$ cat src/rtl/cpu_seq_ctrl_if.sv
`timescale 1ns/1ps
`default_nettype none
// ============================================================================
// Module      : cpu_seq_ctrl_if
// Description : Bundle between the CPU sequencer and its datapath/debug side.
//               slave  : the sequencer (consumes *_i, drives *_o)
//               master : the datapath / debug host driving the sequencer
//               Signals: run_i, step_i, bp_en_i, bp_addr_i[31:0], pc_i[31:0],
//               mem_op_i -> sequencer; ir_we_o, dm_en_o, rf_we_en_o, pc_we_o,
//               phase_o[2:0], busy_o, halted_o, instr_cnt_o[31:0] <- sequencer
// Revision    : 1.0 - initial release
// ============================================================================
interface cpu_seq_ctrl_if;
    logic        run_i;
    logic        step_i;
    logic        bp_en_i;
    logic [31:0] bp_addr_i;
    logic [31:0] pc_i;
    logic        mem_op_i;
    logic        ir_we_o;
    logic        dm_en_o;
    logic        rf_we_en_o;
    logic        pc_we_o;
    logic [2:0]  phase_o;
    logic        busy_o;
    logic        halted_o;
    logic [31:0] instr_cnt_o;

    modport slave (
        input  run_i, step_i, bp_en_i, bp_addr_i, pc_i, mem_op_i,
        output ir_we_o, dm_en_o, rf_we_en_o, pc_we_o, phase_o, busy_o,
               halted_o, instr_cnt_o
    );

    modport master (
        output run_i, step_i, bp_en_i, bp_addr_i, pc_i, mem_op_i,
        input  ir_we_o, dm_en_o, rf_we_en_o, pc_we_o, phase_o, busy_o,
               halted_o, instr_cnt_o
    );
endinterface
`default_nettype wire

$ cat src/rtl/cpu_seq_ctrl.sv
`timescale 1ns/1ps
`default_nettype none
// ============================================================================
// Module      : cpu_seq_ctrl
// Description : Multi-cycle CPU sequencer. Walks FETCH/DECODE/EXEC/(MEM)/WB,
//               paced by a free-running divider in run mode or by step_i
//               rising edges in single-step mode, with a PC breakpoint.
// Ports       : clk  - clock, rising edge
//               rstn - asynchronous active-low reset
//               bus  - cpu_seq_ctrl_if.slave (controls in, strobes/status out)
// Parameters  : RUN_DIV - idle cycles between instructions in run mode (>=1)
// Revision    : 1.0 - initial release
// ============================================================================
module cpu_seq_ctrl #(
    parameter int unsigned RUN_DIV = 4
) (
    input  wire logic      clk,
    input  wire logic      rstn,
    cpu_seq_ctrl_if.slave  bus
);

    // tick never exceeds RUN_DIV-1: reaching it either leaves IDLE or is
    // cleared by a breakpoint hit, so clog2(RUN_DIV) bits suffice.
    localparam int unsigned c_tick_w = (RUN_DIV > 1) ? $clog2(RUN_DIV) : 1;
    localparam logic [c_tick_w-1:0] c_tick_last = c_tick_w'(RUN_DIV - 1);

    typedef enum logic [2:0] {
        S_IDLE   = 3'd0,
        S_FETCH  = 3'd1,
        S_DECODE = 3'd2,
        S_EXEC   = 3'd3,
        S_MEM    = 3'd4,
        S_WB     = 3'd5
    } state_t;

    state_t              r_state;
    state_t              w_next;
    logic [c_tick_w-1:0] r_tick;
    logic                r_step_q;
    logic                r_step_armed;
    logic                r_halted;
    logic [31:0]         r_instr_cnt;

    logic w_bp_hit;
    logic w_step_rise;
    logic w_run_go;
    logic w_step_go;
    logic w_ir_we;
    logic w_dm_en;
    logic w_rf_we;
    logic w_pc_we;

    assign w_bp_hit    = bus.bp_en_i & (bus.pc_i == bus.bp_addr_i);
    // After reset step_i must be seen low once before an edge can count, so a
    // button held through reset does not launch an instruction.
    assign w_step_rise = bus.step_i & ~r_step_q & r_step_armed;
    assign w_run_go    = bus.run_i & (r_tick == c_tick_last) & ~w_bp_hit;
    // In run mode a step is only meaningful to release a breakpoint halt.
    assign w_step_go   = w_step_rise & (~bus.run_i | r_halted);

    // State register
    always_ff @(posedge clk or negedge rstn) begin
        if (!rstn) begin
            r_state <= S_IDLE;
        end else begin
            r_state <= w_next;
        end
    end

    // Next state and strobes; strobes depend on r_state only.
    always_comb begin
        w_next  = S_IDLE;
        w_ir_we = 1'b0;
        w_dm_en = 1'b0;
        w_rf_we = 1'b0;
        w_pc_we = 1'b0;
        case (r_state)
            S_IDLE: begin
                if (w_run_go || w_step_go) begin
                    w_next = S_FETCH;
                end else begin
                    w_next = S_IDLE;
                end
            end
            S_FETCH: begin
                w_next  = S_DECODE;
                w_ir_we = 1'b1;
            end
            S_DECODE: begin
                w_next = S_EXEC;
            end
            S_EXEC: begin
                w_next = bus.mem_op_i ? S_MEM : S_WB;
            end
            S_MEM: begin
                w_next  = S_WB;
                w_dm_en = 1'b1;
            end
            S_WB: begin
                w_next  = S_IDLE;
                w_rf_we = 1'b1;
                w_pc_we = 1'b1;
            end
            default: begin
                w_next = S_IDLE;
            end
        endcase
    end

    // Step edge detect, run divider, halt flag, retired count
    always_ff @(posedge clk or negedge rstn) begin
        if (!rstn) begin
            r_tick       <= '0;
            r_step_q     <= 1'b0;
            r_step_armed <= 1'b0;
            r_halted     <= 1'b0;
            r_instr_cnt  <= '0;
        end else begin
            r_step_q <= bus.step_i;
            if (!bus.step_i) begin
                r_step_armed <= 1'b1;
            end

            // Count only qualifying idle cycles; a breakpoint PC restarts the
            // count so run resumes RUN_DIV cycles after the PC moves on.
            if ((r_state == S_IDLE) && (w_next == S_IDLE) && bus.run_i && !w_bp_hit) begin
                r_tick <= r_tick + 1'b1;
            end else begin
                r_tick <= '0;
            end

            if (!bus.run_i || ((r_state == S_IDLE) && (w_next == S_FETCH))) begin
                r_halted <= 1'b0;
            end else if ((r_state == S_IDLE) && w_bp_hit) begin
                r_halted <= 1'b1;
            end

            if (r_state == S_WB) begin
                r_instr_cnt <= r_instr_cnt + 32'd1;
            end
        end
    end

    assign bus.ir_we_o     = w_ir_we;
    assign bus.dm_en_o     = w_dm_en;
    assign bus.rf_we_en_o  = w_rf_we;
    assign bus.pc_we_o     = w_pc_we;
    assign bus.phase_o     = r_state;
    assign bus.busy_o      = (r_state != S_IDLE);
    assign bus.halted_o    = r_halted;
    assign bus.instr_cnt_o = r_instr_cnt;

endmodule
`default_nettype wire

$ cat src/flat_wrapper.sv
// flat-port wrapper written by rule: the top's interface ports become plain ports
module cpu_seq_ctrl_flat 
#(
    parameter int unsigned RUN_DIV = 4
)
  (clk, rstn, bus_run_i, bus_step_i, bus_bp_en_i, bus_bp_addr_i, bus_pc_i, bus_mem_op_i, bus_ir_we_o, bus_dm_en_o, bus_rf_we_en_o, bus_pc_we_o, bus_phase_o, bus_busy_o, bus_halted_o, bus_instr_cnt_o);
  cpu_seq_ctrl_if bus_i ();
  input  wire logic clk;
  input  wire logic rstn;
  input wire logic [$bits(bus_i.run_i)-1:0] bus_run_i;
  input wire logic [$bits(bus_i.step_i)-1:0] bus_step_i;
  input wire logic [$bits(bus_i.bp_en_i)-1:0] bus_bp_en_i;
  input wire logic [$bits(bus_i.bp_addr_i)-1:0] bus_bp_addr_i;
  input wire logic [$bits(bus_i.pc_i)-1:0] bus_pc_i;
  input wire logic [$bits(bus_i.mem_op_i)-1:0] bus_mem_op_i;
  output wire logic [$bits(bus_i.ir_we_o)-1:0] bus_ir_we_o;
  output wire logic [$bits(bus_i.dm_en_o)-1:0] bus_dm_en_o;
  output wire logic [$bits(bus_i.rf_we_en_o)-1:0] bus_rf_we_en_o;
  output wire logic [$bits(bus_i.pc_we_o)-1:0] bus_pc_we_o;
  output wire logic [$bits(bus_i.phase_o)-1:0] bus_phase_o;
  output wire logic [$bits(bus_i.busy_o)-1:0] bus_busy_o;
  output wire logic [$bits(bus_i.halted_o)-1:0] bus_halted_o;
  output wire logic [$bits(bus_i.instr_cnt_o)-1:0] bus_instr_cnt_o;
  assign bus_i.run_i = bus_run_i;
  assign bus_i.step_i = bus_step_i;
  assign bus_i.bp_en_i = bus_bp_en_i;
  assign bus_i.bp_addr_i = bus_bp_addr_i;
  assign bus_i.pc_i = bus_pc_i;
  assign bus_i.mem_op_i = bus_mem_op_i;
  assign bus_ir_we_o = bus_i.ir_we_o;
  assign bus_dm_en_o = bus_i.dm_en_o;
  assign bus_rf_we_en_o = bus_i.rf_we_en_o;
  assign bus_pc_we_o = bus_i.pc_we_o;
  assign bus_phase_o = bus_i.phase_o;
  assign bus_busy_o = bus_i.busy_o;
  assign bus_halted_o = bus_i.halted_o;
  assign bus_instr_cnt_o = bus_i.instr_cnt_o;
  cpu_seq_ctrl #(.RUN_DIV(RUN_DIV)) u_core (.clk(clk), .rstn(rstn), .bus(bus_i));
endmodule
$ cat config.mk
export PLATFORM = sky130hd
export DESIGN_NAME = cpu_seq_ctrl_flat
export DESIGN_NICKNAME = d
export VERILOG_FILES = /design/src/rtl/cpu_seq_ctrl_if.sv /design/src/rtl/cpu_seq_ctrl.sv /design/src/flat_wrapper.sv
export SDC_FILE = /design/constraint.sdc
export NUM_CORES = 1
export LEC_CHECK = 0
export CORE_ASPECT_RATIO = 1.1
export CORE_MARGIN = 1
export CORE_UTILIZATION = 62
export CTS_CLUSTER_SIZE = 24
export DETAILED_ROUTE_END_ITERATION = 8
export DONT_BUFFER_PORTS = 1
export PLACE_DENSITY = 0.79
export SLEW_MARGIN = 40
export SYNTH_ARGS = -nofsm -noshare
export SYNTH_HDL_FRONTEND = slang
export SYNTH_SLANG_ARGS = --single-unit
$ cat constraint.sdc
create_clock -name clk -period 2.37 [get_ports clk]
set_clock_uncertainty 0.05 [all_clocks]
set_input_delay 0.5925 -clock clk [delete_from_list [all_inputs] [get_ports clk]]
set_output_delay 0.5925 -clock clk [all_outputs]
set_load 0.02 [all_outputs]
* After elaboration in Yosys (flattened, before gate mapping)
Cells that the tools add are included.
Operators by class: add/subtract/negate cells 2, equality and inequality tests 8, mux-type cells 9, bitwise gates (word level) 10, reduce and logical (&&, ||, !) cells 13
Operator list (number):
- 32-bit by 1-bit adder with 32-bit output (second input constant) | 1
- 32-bit == test | 1
- 3-bit one-hot mux with 5 select lines | 1
- 1-bit 2-to-1 mux | 7
- 1-bit AND | 6
- 3-bit by 1-bit == test with 1-bit output (second input constant) | 2
- 3-bit by 2-bit == test with 1-bit output (second input constant) | 2
- 3-bit == test (second input constant) | 2
- 3-bit logical NOT | 2
- 1-bit logical AND | 5
- 1-bit NOT | 3
- 3-bit nonzero test | 1
- 2-bit by 1-bit adder with 2-bit output (second input constant) | 1
- 2-bit == test (second input constant) | 1
- 1-bit logical NOT | 2
- 1-bit logical OR | 2
- 2-bit 2-to-1 mux | 1
- 2-bit nonzero test | 1
- 1-bit bitwise OR | 1
Storage, ports and cells: flip-flop bits (word level) 40, input port bits 70, logic and storage cells 48

* Depth between registers and ports, before layout
Gate-level depths: netlist of the first run.
depth after elaboration 12, gate-level depth with buffers 7, depth with buffers taken out 5

* Least setup slack after synthesis of the first run
Ideal clock, no wire load.
path type register -> register, from reg u_core.r_state[1], in the netlist u_core.bus.phase_o[1], to reg u_core.r_instr_cnt[26], in the netlist u_core.bus.instr_cnt_o[26], arrival time 1.796 ns, data required time 2.191 ns, path slack 0.395 ns, cell stages (with the launch flop) 8, path buffers 2, period minus slack after synthesis 1.975 ns, cells stage by stage dfrtp_1 > buf_6 > and3b_1 > buf_6 > nand4_4 > nor4_4 > nand4_1 > xnor2_1
Between the ends: longest elaborated chain between the ends 1
RTL lines:
- start, declared | line cpu_seq_ctrl.sv:36 | state_t r_state;
- start signal, assigned | line cpu_seq_ctrl.sv:66 | r_state <= w_next;
- 3-bit == test | line cpu_seq_ctrl.sv:138 | if (r_state == S_WB) begin
- end signal, assigned | line cpu_seq_ctrl.sv:139 | r_instr_cnt <= r_instr_cnt + 32'd1;
- end, declared | line cpu_seq_ctrl.sv:42 | logic [31:0] r_instr_cnt;
Every way passes these cells. A chain may end at the register's enable or synchronous reset.

* Worst setup path after layout of the first run
from reg u_core.r_state[1], in the netlist u_core.bus.phase_o[1], to out bus_busy_o
Between the ends: longest elaborated chain between the ends 1
RTL lines:
- 3-bit nonzero test | line cpu_seq_ctrl.sv:149 | assign bus.busy_o = (r_state != S_IDLE);
- end, declared | line flat_wrapper.sv:21 | output wire logic [$bits(bus_i.busy_o)-1:0] bus_busy_o;
Every way passes these cells.

==> results.txt, run 1 <==
----------------------------------------------------
[Synthesis]
  Synthesized net count ... between 200 and 300
  Number of warnings issued by yosys ... 0
  Top post-synthesis cells by area ... sky130_fd_sc_hd__dfrtp_1 (46%), sky130_fd_sc_hd__xnor2_1 (18%), sky130_fd_sc_hd__xor2_1 (8.1%)
  Area share of the leading cell type in the synthesized netlist ... between 40% and 50%
  Sequential element share of the synthesized area ... between 40% and 50%
  Dominant cell by count in the synthesized netlist ... sky130_fd_sc_hd__xnor2_1
  Prevailing post-synth register cell ... sky130_fd_sc_hd__dfrtp_1
  Number of enable-type register cells in the synthesized netlist ... 0
  Count of cell types in the netlist ... 36
  Cell type contributing the most total cell area after synthesis ... sky130_fd_sc_hd__dfrtp_1
  Proportion of synthesized flip-flops having asynchronous set or reset ... 100%
  Netlist area before placement ... 2170 sq um
  Cells after Synth ... roughly 200
  Mean cell area of the mapped netlist ... around 11 sq um
  Most frequent cells after synthesis ... sky130_fd_sc_hd__xnor2_1 (44), sky130_fd_sc_hd__dfrtp_1 (40), sky130_fd_sc_hd__xor2_1 (20)
  Number of storage elements in the synthesis netlist ... 40

[Global route]
  Total global routing overflow ... 0
  Total global-route track usage ... approximately a quarter
  Antenna violations before repair ... 0
  Global-route wire length before repair ... ~6800 microns
  Via count of the first global-routing pass ... approximately 1400
  Largest net degree at the start of global routing ... slightly above 40

[Run status]
  Result of the run ... complete, no violations

[Clock tree]
  Number of hold-repair buffers added at the cts stage ... 1
  Setup fix buffers added after clock tree synthesis ... 0
  Number of buffers added by the clock tree synthesis step ... 5
  Clk Latency, worst-skew pair ... approximately 0.34 ns
  Number of gates resized after CTS ... 0
  Clock H-tree levels ... 2
  Total clock sinks ... 40
  CTS root buffer ... sky130_fd_sc_hd__clkbuf_4
  CTS tree ... done
  Clock-pin slew reported for the worst setup and hold paths after clock tree synthesis ... 0.12 ns
  Maximum clock path buffer count ... 2

[Die]
  FP Rows ... 22
  Die Width ... ~58 microns
  Effective utilization at floorplan ... 65.2%
  Height of the die ... roughly 64 microns
  Boundary pin count ... between 100 and 150
  Die outline area ... 3740 sq um
  Floorplan Core Area ... 3330 sq um

[Final layout]
  Number of diodes added for antenna fixing ... 0
  Number of nets in the layout ... between 200 and 300
  Fraction of final layout cells sized beyond drive strength 1 ... approximately 11%
  Final std cells w/o fill ... roughly 250
  Growth of design area from synthesis to finish ... 8.47%
  Final standard cell utilization of the core ... a little over two thirds

[Timing]
  Final setup TNS ... 0 ns
  Worst slew margin relative to its limit ... ~70%
  Maximum operating frequency ... around 450 MHz
  Total count of max-transition violations in the final report ... 0
  Final critical path time including I/O delays and setup ... 2.20 ns
  Hold violation count in the final report ... 0
  Setup repair after global routing missed its margin ... no
  Setup-violating endpoint count in the final report ... 0
  Share of the clock period used by the worst path after layout ... between 90 and 100%
  Final Worst Setup Slack ... about 0.17 ns
  Worst Max-Slew Pin Slew ... about 0.44 ns

[Min path]
  Class of the most critical hold timing path ... in2async

[Place]
  Final HPWL from detailed placement ... 3680 microns
  Placement Setup Slack ... ~0.34 ns
  Final weighted congestion in routability-driven placement ... between 0.8 and 0.9
  Number of input and output port buffers inserted ... 0
  Number of placed cells counting well taps ... approximately 250

[Worst setup path]
  Type of the worst setup path ... reg2out
  Worst Setup End Kind ... output port
  Element type at the critical path start ... register
  WP data required ... 1.73 ns
  Reg-to-reg setup timing slack ... 0.32 ns
  Worst Path Arrival ... about 1.6 ns
  Worst Path Max Fanout ... 8

[Routing]
  Total iterations of the first detailed-routing run ... 4
  Detail-routed net length per standard cell ... roughly 18 microns
  Number of DRC violations after detailed routing ... 0
  Via count normalized by instance count ... 5.94
  Total number of vias ... around 1500
  Violation count after the first detailed-routing iteration ... 73
  Routed Wire Length ... approximately 4500 microns
  Number of nets with antenna violations after detailed routing ... 0

[Power and ir drop]
  Power density over the cells ... 725 nW/um^2
  Peak VDD IR ... ~0.00037 V
  Leak pwr ... between 0.001 and 0.0015 uW

[Job]
  Max_cap viols ... 0

----------------------------------------------------
[where the power goes]
part / leakage (uW) / switching [uW] / internal, uW
Clock: 0.0000484 / 220 / 253
Combinational: 0.000447 / 218 / 163
Sequential: 0.000542 / 112 / 740
[cells by family after synthesis]
| logic type | after synthesis | synth area share [%] |
|---|---|---|
| flops | 40 | 46.1 |
| compound gates | 7 | 2.31 |
| buf+inv | 7 | 2.13 |
| fa+ha+maj | 2 | 1.15 |
| simple gates | 74 | 22.0 |
| xor+xnor | 64 | 25.8 |
| mux | 1 | 0.519 |
[cell usage in the layout, fill, tap and decap left out, types with 2 or more instances in the layout]
| cell type | synthesis | routed |
|---|---|---|
| sky130_fd_sc_hd__and2_1 | 2 | 2 |
| sky130_fd_sc_hd__ha_1 | 2 | 2 |
| sky130_fd_sc_hd__and4_1 | 3 | 3 |
| sky130_fd_sc_hd__nor3b_1 | 2 | 2 |
| sky130_fd_sc_hd__nand2_1 | 11 | 11 |
| sky130_fd_sc_hd__inv_1 | 2 | 2 |
| sky130_fd_sc_hd__buf_4 | 1 | 7 |
| sky130_fd_sc_hd__nor3_1 | 3 | 3 |
| sky130_fd_sc_hd__nand2b_1 | 3 | 3 |
| sky130_fd_sc_hd__clkbuf_4 | 0 | 5 |
| sky130_fd_sc_hd__nor4_4 | 2 | 2 |
| sky130_fd_sc_hd__dfrtp_1 | 40 | 40 |
| sky130_fd_sc_hd__nand4_1 | 10 | 10 |
| sky130_fd_sc_hd__xnor2_1 | 44 | 44 |
| sky130_fd_sc_hd__nor4_1 | 5 | 5 |
| sky130_fd_sc_hd__and3_1 | 5 | 5 |
| sky130_fd_sc_hd__nand3_1 | 16 | 16 |
| sky130_fd_sc_hd__xor2_1 | 20 | 20 |
| sky130_fd_sc_hd__o21ai_0 | 2 | 2 |
| sky130_fd_sc_hd__nor2_1 | 4 | 4 |
[sequential cells by signal, indices dropped and copies added, names as in the netlist]
| name | count |
|---|---|
| u_core.bus.instr_cnt_o | 32 |
| u_core.bus.phase_o | 3 |
| u_core.r_tick | 2 |
| u_core.bus.halted_o | 1 |
| u_core.r_step_armed | 1 |
| u_core.r_step_q | 1 |
[critical path, stage by stage (launching register included)]
cell and delay, ns:
sky130_fd_sc_hd__dfrtp_1 0.40, sky130_fd_sc_hd__buf_4 0.18, sky130_fd_sc_hd__nor3_1 0.41, sky130_fd_sc_hd__inv_1 0.23
[final timing paths]
kind / startpoint / cells after the start / to
setup / recovery: u_core.bus.phase_o[1] / 3 / bus_busy_o
setup reg to reg: u_core.bus.instr_cnt_o[11] / 5 / u_core.bus.instr_cnt_o[29]
max in group asynchronous: rstn / 1 / u_core.r_step_armed
hold reg to reg: u_core.r_tick[0] / 1 / u_core.r_tick[0]
min in group clk: bus_step_i / 0 / u_core.r_step_q
hold / removal: rstn / 1 / u_core.bus.instr_cnt_o[8]
[layer usage]
layer  global-route usage (%)  up-vias  part of all wire, %
met5                        0        -                    0
li1                         -      696                    -
met4                     8.04        0                 0.94
met2                     41.2       84                   50
met3                     8.30        4                  9.7
met1                     30.6      726                   39
[area by class of cell]
| class | count | area (sq um) |
|---|---|---|
| Timing Repair Buffer | 8 | 72.6 |
| Sequential cell | 40 | 1000 |
| Fill cell | 233 | 976 |
| Clock inverter | 2 | 38.8 |
| Tap cell | 48 | 60.1 |
| Clock buffer | 6 | 51.3 |
| Multi-Input combinational cell | 148 | 1120 |
| Inverter | 2 | 7.51 |
[metrics by stage]
step	total power (uW)	hold slack, ns	instance area (sq um)
6_report	1710	0.0229	2350
5_1_grt	1790	0.0123	2350
4_1_cts	1720	0.0189	2350
3_5_place_dp	1230	0.248	2240
3_3_place_gp	1220	0.248	2240
2_1_floorplan	1160	0.247	2170
(Power assumes the default switching activity.)
==> run 2: changes to the inputs <==
Settings changed: CAP_MARGIN set to 20, CORE_MARGIN 1 to 2, HOLD_SLACK_MARGIN set to 0.06.
==> run 2 against run 1 <==
Against the previous run: register-to-register slack about the same; sequential cell count unchanged; final cell count up 0.79%; utilization down 0.47 points; non-clock buffer count up 2; highest routed layer unchanged; design area up 0.16%; sequential power down 2%; setup slack better by 0.032 ns; first-iteration DRC count down 15%; sequential share of layout area down 0.068 points; via count down 1.9%; critical path depth unchanged.
==> results.txt, run 2 (synthesis gave the netlist of run 1 again) <==
----------------------------------------------------
[Final layout]
  Leading cell types in the layout, fill and taps excluded ... sky130_fd_sc_hd__xnor2_1 (44), sky130_fd_sc_hd__dfrtp_1 (40), sky130_fd_sc_hd__xor2_1 (20), sky130_fd_sc_hd__nand3_1 (16), sky130_fd_sc_hd__nand2_1 (11)
  Number of nets in the layout ... between 200 and 300
  Final standard cell utilization of the core ... between 70% and 80%
  Area of combinational cells with multiple inputs ... between 1000 and 1500 sq um
  Fraction of final layout cells sized beyond drive strength 1 ... roughly 11%
  Most common library cell in the layout ignoring fill and taps ... sky130_fd_sc_hd__xnor2_1
  Number of diodes added for antenna fixing ... 0
  Flip-flop and latch area ... between 1000 and 1500 sq um
  Filler Cell Count ... about 240
  Growth of design area from synthesis to finish ... 8.65%
  Max reg flops ... 32

[Global route]
  Largest net degree at the start of global routing ... 41
  Total global-route track usage ... roughly 22%
  Global-route wire length before repair ... ~6600 microns
  Antenna violations before repair ... 0
  Via count of the first global-routing pass ... 1494
  Total global routing overflow ... 0

[Die]
  Effective utilization at floorplan ... ~65%
  Boundary pin count ... roughly 110
  Die outline area ... 3990 sq um
  FP Rows ... 22
  Die Width ... 60.4 microns
  Floorplan Core Area ... approximately 3400 sq um
  Height of the die ... approximately 66 microns

[Min path]
  Start point of the worst min-delay path ... bus_step_i
  Endpoint of the worst hold-timing path ... u_core.r_step_q
  Class of the most critical hold timing path ... in2reg
  Hold-critical path depth ... 0

[Timing]
  Final setup TNS ... 0 ns
  Share of the clock period used by the worst path after layout ... 91.7%
  Fin Hold WS ... between 0.2 and 0.25 ns
  Final critical path time including I/O delays and setup ... about 2.2 ns
  Final Worst Setup Slack ... between 0.15 and 0.2 ns
  Setup-violating endpoint count in the final report ... 0
  Total count of max-transition violations in the final report ... 0
  Worst slew margin relative to its limit ... 72.0%
  Setup repair after global routing missed its margin ... no
  Worst Max-Slew Pin Slew ... 0.420 ns
  Maximum operating frequency ... between 400 and 500 MHz
  Hold violation count in the final report ... 0

[Routing]
  Routed Wire Length ... roughly 4300 microns
  Total number of vias ... ~1500
  Detail-routed net length per standard cell ... around 17 microns
  Via count normalized by instance count ... approximately 5.8
  Total iterations of the first detailed-routing run ... 4
  Number of DRC violations after detailed routing ... 0
  Number of nets with antenna violations after detailed routing ... 0
  Violation count after the first detailed-routing iteration ... 62

[Worst setup path]
  Worst Path Max Fanout ... 8
  Cell with the largest stage delay on the worst path ... sky130_fd_sc_hd__dfrtp_1
  Type of the worst setup path ... reg2out
  Source of the worst register-to-register timing path ... u_core.bus.phase_o[1]
  Element type at the critical path start ... register
  WP data required ... 1.73 ns
  Bufs and invs on worst path ... 2
  Cell family with most CP delay ... buffers and inverters
  Reg-to-reg setup timing slack ... about 0.33 ns
  Number of cells on the worst reg-to-reg path ... 5
  FF-to-FF End ... u_core.bus.instr_cnt_o[28]
  Delay contributed by the slowest stage of the critical path ... around 0.40 ns
  Cell chain of the critical path ... buf_4 -> nor3_1 -> inv_1
  Worst Path Arrival ... ~1.5 ns
  Worst Setup End Kind ... output port

[Clock tree]
  Setup fix buffers added after clock tree synthesis ... 0
  Number of hold-repair buffers added at the cts stage ... 2
  Clock H-tree levels ... 2
  CTS root buffer ... sky130_fd_sc_hd__clkbuf_4
  Number of buffers added by the clock tree synthesis step ... 5
  Maximum clock path buffer count ... 2
  Number of gates resized after CTS ... 0
  Clock-pin slew reported for the worst setup and hold paths after clock tree synthesis ... 0.12 ns
  CTS tree ... done
  Clk Latency, worst-skew pair ... around 0.35 ns
  Total clock sinks ... 40

[Place]
  Final weighted congestion in routability-driven placement ... around 0.73
  Placement Setup Slack ... about 0.33 ns
  Final HPWL from detailed placement ... approximately 3400 microns
  Number of input and output port buffers inserted ... 0

[Power and ir drop]
  Design Power ... approximately 1700 uW
  Leak pwr ... 0.00104 uW
  Peak VDD IR ... roughly 0.00040 V
  Power density over the cells ... between 700 and 800 nW/um^2

[Job]
  Max_cap viols ... 0

[Run status]
  Result of the run ... complete, no violations

----------------------------------------------------
==> run 2: worst max-delay path by stage <==
stage                           from                          to  slack [ns]  cells after the start
3_5_place_dp   u_core.bus.phase_o[1]  u_core.bus.instr_cnt_o[28]        0.33                      5
4_1_cts        u_core.bus.phase_o[1]                  bus_busy_o        0.18                      3
5_1_grt        u_core.bus.phase_o[1]                  bus_busy_o        0.05                      3
2_1_floorplan  u_core.bus.phase_o[1]  u_core.bus.instr_cnt_o[26]        0.39                      7
6_report       u_core.bus.phase_o[1]                  bus_busy_o        0.20                      3
3_3_place_gp   u_core.bus.phase_o[1]  u_core.bus.instr_cnt_o[26]        0.38                      5
==> run 2: report_power, final <==
part	total, uW	internal [uW]	switching, uW
Combinational	401	165	236
Sequential	839	740	98.9
Clock	441	221	220
Total	1680	1130	554
==> run 2: metal layers <==
metal | global-route usage (%) | wire [microns]
met2 | 40.9 | 2370
met3 | 6.26 | 296
met1 | 23.8 | 1580
met5 | 0 | 0
met4 | 7.88 | 25
==> run 2: per-stage QoR <==
stage,instance area (sq um),cells
6_report,2360,256
5_1_grt,2360,256
4_1_cts,2360,256
3_5_place_dp,2250,246
3_3_place_gp,2250,246
2_1_floorplan,2170,195
==> run 2: area by class of cell <==
type,count,area share [%]
Clock buffer,6,1.75
Clock inverter,2,1.49
Inverter,2,0.318
Multi-Input combinational cell,148,47.6
Sequential cell,40,42.4
Tap cell,48,2.55
Timing Repair Buffer,10,3.82
